--- config.mk ---
export PLATFORM = sky130hd
export DESIGN_NAME = ack_req_ctrl
export DESIGN_NICKNAME = d
export VERILOG_FILES = /design/src/rtl/ack_req_ctrl.sv
export SDC_FILE = /design/constraint.sdc
export NUM_CORES = 1
export LEC_CHECK = 0
export CORE_MARGIN = 2
export CORE_UTILIZATION = 45
export DETAILED_ROUTE_END_ITERATION = 16
export DONT_BUFFER_PORTS = 1
export GPL_TIMING_DRIVEN = 0
export PLACE_DENSITY = 0.62
export SLEW_MARGIN = 20
export SYNTH_ARGS = -nofsm -noshare
export SYNTH_HDL_FRONTEND = slang
export SYNTH_SLANG_ARGS = --single-unit
--- constraint.sdc ---
create_clock -name clk -period 3.1 [get_ports clk]
set_clock_uncertainty 0.15 [all_clocks]
set_input_delay 0.155 -clock clk [delete_from_list [all_inputs] [get_ports clk]]
set_output_delay 0.155 -clock clk [all_outputs]
set_load 0.01 [all_outputs]
--- src/rtl/ack_req_ctrl.sv ---
// rtl/ack_req_ctrl.sv - per-source ACK request controller with pending count, holdoff and error flags
// One instance per ACK bus source; queues completions and requests the bus once per pending ACK.
module ack_req_ctrl #(
  parameter int PEND_W  = 3,
  parameter int HOLDOFF = 2,
  parameter int TIMEOUT = 255
) (
  input  logic              clk,
  input  logic              rst_n,
  input  logic              done_pulse,
  input  logic              ack_ready,
  input  logic              clr_err,
  output logic              req,
  output logic              ack_sent,
  output logic [PEND_W-1:0] pend_count,
  output logic              overflow,
  output logic              timeout_err
);

  typedef enum logic [1:0] {S_IDLE, S_REQ, S_HOLD} state_t;

  localparam logic [PEND_W-1:0] PEND_MAX  = '1;
  localparam logic [PEND_W-1:0] PEND_ONE  = PEND_W'(1);
  localparam logic [3:0]        HOLD_LOAD = 4'(HOLDOFF - 1);
  localparam logic [15:0]       WAIT_LAST = 16'(TIMEOUT - 1);

  state_t            r_state;
  state_t            w_state_nxt;
  logic [PEND_W-1:0] r_pend;
  logic [PEND_W-1:0] w_pend_nxt;
  logic [3:0]        r_hold;
  logic [15:0]       r_wait;
  logic              r_req;
  logic              r_overflow;
  logic              r_timeout;
  logic              w_grant;
  logic              w_ovf_set;
  logic              w_tmo_set;

  assign w_ovf_set = done_pulse && (r_pend == PEND_MAX) && !w_grant;
  // Fires once, on the ungranted REQ cycle that brings the wait count up to TIMEOUT.
  assign w_tmo_set = (r_state == S_REQ) && !ack_ready && (r_wait == WAIT_LAST);

  always_comb begin
    w_pend_nxt = r_pend;
    if (done_pulse && !w_grant && (r_pend != PEND_MAX)) begin
      w_pend_nxt = r_pend + PEND_ONE;
    end else if (!done_pulse && w_grant) begin
      w_pend_nxt = r_pend - PEND_ONE;
    end
  end

  always_comb begin
    w_state_nxt = r_state;
    w_grant     = 1'b0;
    case (r_state)
      S_IDLE: begin
        if ((r_pend != '0) || done_pulse) w_state_nxt = S_REQ;
      end
      S_REQ: begin
        w_grant = ack_ready;
        if (ack_ready) w_state_nxt = S_HOLD;
      end
      S_HOLD: begin
        if (r_hold == 4'd0) w_state_nxt = (w_pend_nxt != '0) ? S_REQ : S_IDLE;
      end
      default: w_state_nxt = S_IDLE;
    endcase
  end

  always_ff @(posedge clk or negedge rst_n) begin
    if (!rst_n) begin
      r_state    <= S_IDLE;
      r_req      <= 1'b0;
      r_pend     <= '0;
      r_hold     <= 4'd0;
      r_wait     <= 16'd0;
      r_overflow <= 1'b0;
      r_timeout  <= 1'b0;
    end else begin
      r_state <= w_state_nxt;
      r_req   <= (w_state_nxt == S_REQ);
      r_pend  <= w_pend_nxt;
      if (w_grant) begin
        r_hold <= HOLD_LOAD;
      end else if ((r_state == S_HOLD) && (r_hold != 4'd0)) begin
        r_hold <= r_hold - 4'd1;
      end
      // Wait count is only non-zero inside REQ, so entering REQ always starts from 0.
      if ((r_state == S_REQ) && !ack_ready) begin
        if (r_wait != 16'hFFFF) r_wait <= r_wait + 16'd1;
      end else begin
        r_wait <= 16'd0;
      end
      r_overflow <= w_ovf_set || (r_overflow && !clr_err);
      r_timeout  <= w_tmo_set || (r_timeout && !clr_err);
    end
  end

  assign req         = r_req;
  assign ack_sent    = w_grant;
  assign pend_count  = r_pend;
  assign overflow    = r_overflow;
  assign timeout_err = r_timeout;

endmodule

==> flow_results.org <==
** GRT
- Vias in the first global route :: 1407
- Overall global routing resource usage :: 19.6%
- Largest net degree at the start of global routing :: 29
- The first global-routing pass estimated 6530 um of wire.
- Total overflow reported by the global router :: 0
- Antenna violations before repair :: 0

** Routing
- For this block, the initial DRC count from the detailed router was 75.
- Summed over all layers, the routed wires come to 3860 um.
- Average wire length per cell after detail routing :: 16.4 um
- For this run, design rule violations remaining after detail routing come to 0.
- After detailed routing, the number of vias per cell comes to 6.20.
- Total via count in the routed design :: 1464
- The count of nets left with antenna violations once routing finished came out at 0.
- The pre-antenna-repair detailed-routing pass consisted of 4 iterations.

** Placement
- RePlAce Congestion :: 0.874
- In this run the cell area measured after placement is 1770 um2.
- IO buf count :: 0
- HPWL after detailed placement :: 2810 um

** Clocking
- Number of buffers inserted during clock tree synthesis :: 3
- Clock Latency Late Sink :: 0.28 ns
- The clock passes through at most 2 buffers.
- Clock-pin slew was measured on the worst setup and hold paths at 0.10 ns.
- CTS HTree Levels :: 1
- Sink Count :: 28
- Clock Tree Root :: sky130_fd_sc_hd__clkbuf_8
- Clock tree from TritonCTS :: built

** Layout
- The finished cells cover 1880 um2.
- The sequential cells in the finished layout cover a total of 701 um2.
- The library cells used most frequently in the layout, excluding fill and tap cells, are sky130_fd_sc_hd__dfrtp_1, sky130_fd_sc_hd__nand2_1, sky130_fd_sc_hd__nand3_1.
- Area of the multi-input gates :: 946 um2
- Number of antenna repair diodes :: 0
- Of the cells placed in the final design, the portion with a size suffix greater than 1 is 8.51%.
- Post-Route Utilization :: 51.3%
- After the last flow step, the layout net total stands at 202.
- Fill cells in the final layout number 334.
- Compared with the post-synthesis result, the final layout area differs by 9.64%.
- Leaving out fill and tap cells, the most frequent cell in the layout is sky130_fd_sc_hd__dfrtp_1.

** STA
- Setup repair after global routing left no endpoint under its margin.
- The worst path in the final design needs a cycle of 2.13 ns, including I/O delays and setup.
- At the pin with the least slew margin, the transition time is 0.579 ns.
- The number of max-slew violations in the final report came to 0.
- After routing, the total negative slack on setup checks comes to 0 ns.
- Fin. Hold Viols :: 0
- For this run, the top clock speed supported by timing is 469 MHz.
- In this run the tightest slew margin relative to its limit is 60.9%.
- Part of the cycle the worst path needs :: 68.8%
- Setup violations remaining at the end of the flow were counted as 0.

** Flow run
- Max-cap violations in this run came to 0.

** Min path
- Min-Delay Path Class :: in -> reg
- Min-delay src :: done_pulse
- End point of the worst hold path :: pend_count[0]
- Hold Path Depth :: 3

** Synth
- The largest total area in the synthesized netlist belongs to sky130_fd_sc_hd__dfrtp_1.
- The most used flip-flop cell after synthesis is sky130_fd_sc_hd__dfrtp_1.
- Area share of the leading cell type in the synthesized netlist :: 40.9%
- Net count after synthesis :: 193
- In this run, synthesis inferred 0 flip-flops with an integrated enable.
- Each instance of the synthesized netlist takes up on average 9.52 um2.
- For this run, the register share of the synthesized area comes to 40.9%.
- After synthesis the cells add up to 1710 um2.
- In the synthesized netlist, the number of instances is 180.
- Yosys Warn Count :: 0
- The synthesized design contains 28 register bits.
- In the synthesized netlist the async set-or-reset flop fraction comes to 100%.
- Leading post-synthesis cells by cell area :: sky130_fd_sc_hd__dfrtp_1, sky130_fd_sc_hd__ha_1, sky130_fd_sc_hd__nand2_1, sky130_fd_sc_hd__nand3_1, sky130_fd_sc_hd__a211oi_1
- In this run, distinct cell masters in the synthesized netlist total 52.

** Setup path
- End of the worst register-to-register path :: req
- For the worst setup path, the data required time is 3.17 ns.
- The worst setup path is of the reg -> reg kind.
- STA classifies the critical path startpoint as a register.
- Critical Path End Type :: register
- Data on the critical path arrives at its endpoint at 2.20 ns.
- Reg2Reg Launch Point :: r_hold[0]
- Along the worst path, the maximum fanout reaches 4.
- R2R depth :: 6
- Worst-case register-to-register setup slack :: 0.97 ns

** Die
- For this design the top-level I/O count stands at 12.
- Row generation in the floorplan step produced 22 rows.
- In this run the horizontal extent of the chip is 65.7 um.
- In this run the vertical extent of the chip is 65.7 um.
- Effective utilization at floorplan :: 46.8%
- The core region is 3660 um2.
- Die Area :: 4320 um2

** Power
- The worst-case IR drop observed on VDD is 0.335 mV.
- For this design the ratio of total power to cell area is 626 nW/um2.
- The analysis attributes to cell leakage a power of 0.743 nW.

** Outcome
- Status :: complete, no violations
-- cells by family (layout without fill, tap and decap cells) --
| family | count (synthesis) | after routing | synth area share (%) |
|---|---|---|---|
| muxes | 4 | 4 | 2.34 |
| xor gates and xnor gates | 4 | 4 | 2.05 |
| AOI/OAI and AO/OA | 40 | 40 | 17.0 |
| buffers and inverters | 15 | 23 | 3.87 |
| and+or+nand+nor | 81 | 81 | 28.0 |
| DFF | 28 | 28 | 40.9 |
| adders and majority gates | 8 | 8 | 5.84 |
-- synthesized netlist by cell type, types with 3 or more instances --
cell type	number
sky130_fd_sc_hd__a21boi_0	3
sky130_fd_sc_hd__nand3b_1	3
sky130_fd_sc_hd__o21ai_0	4
sky130_fd_sc_hd__nor3b_1	3
sky130_fd_sc_hd__nor3_1	7
sky130_fd_sc_hd__nand2b_1	7
sky130_fd_sc_hd__nand3_1	11
sky130_fd_sc_hd__ha_1	8
sky130_fd_sc_hd__a31oi_1	3
sky130_fd_sc_hd__nand2_1	15
sky130_fd_sc_hd__nor2_1	8
sky130_fd_sc_hd__a21oi_1	8
sky130_fd_sc_hd__a211oi_1	6
sky130_fd_sc_hd__nand4_1	5
sky130_fd_sc_hd__dfrtp_1	28
sky130_fd_sc_hd__mux2i_1	4
sky130_fd_sc_hd__inv_1	9
-- flip-flops by register name (all words and copies together) (netlist names) --
| signal | count |
|---|---|
| r_hold | 4 |
| pend_count | 3 |
| r_state | 2 |
| r_wait | 16 |
| timeout_err | 1 |
| overflow | 1 |
| req | 1 |
-- routing by layer --
layer | vias up | global-route usage (%) | share of wire [%]
met3 | 6 | 4.11 | 4.7
li1 | 694 | - | -
met5 | - | 0 | 0
met1 | 726 | 26.2 | 47
met2 | 38 | 30.8 | 47
met4 | 0 | 7.81 | 1.1
-- critical path, stage by stage (launching register included) --
cell	delay, ns
sky130_fd_sc_hd__dfrtp_1	0.40
sky130_fd_sc_hd__inv_1	0.12
sky130_fd_sc_hd__ha_1	0.15
sky130_fd_sc_hd__or3b_4	0.39
sky130_fd_sc_hd__nand2b_1	0.20
sky130_fd_sc_hd__a2111oi_0	0.48
sky130_fd_sc_hd__nand3b_1	0.18
-- how the worst max path moves through the flow --
stage / from / end / slack [ns] / cells past startpoint
after detailed placement: r_hold[0] / req / 0.94 / 6
after global routing: r_hold[0] / req / 0.78 / 6
final: r_hold[0] / req / 0.97 / 6
after floorplan: r_hold[0] / r_state[0] / 1.23 / 6
after global placement: r_hold[0] / r_state[0] / 1.02 / 6
after CTS: r_hold[0] / req / 0.91 / 6
-- where the power goes --
group	leakage [nW]	internal, mW	total [mW]	switching (mW)
Combinational	0.343	0.178	0.410	0.233
Sequential	0.372	0.435	0.529	0.0935
Clock	0.0288	0.114	0.237	0.123
Total	0.743	0.727	1.18	0.449
-- area by class of cell --
class / instances / share of cell area [%]
Buffer: 5 / 1.53
Inverter: 10 / 2.00
Clock buffer: 4 / 2.93
Timing Repair Buffer: 4 / 2.66
Multi-Input combinational cell: 137 / 50.4
Tap cell: 48 / 3.20
Sequential cell: 28 / 37.3
-- stage by stage --
step	hold WS [ns]	setup WS, ns	total power, mW	cells
global route	0.0962	0.780	1.26	236
floorplan	-0.291	1.23	0.828	180
CTS	0.0583	0.908	1.18	236
finish	0.0558	0.969	1.18	236
global placement	-0.290	1.02	0.903	228
detailed placement	-0.290	0.945	0.927	228
-- repair_timing --
action,in CTS,in global routing
hold buffers,4,0
resized for setup,0,0
endpoints found under the hold margin,35,0
buffers inserted,0,0
Power figures use the tool's default switching activity.
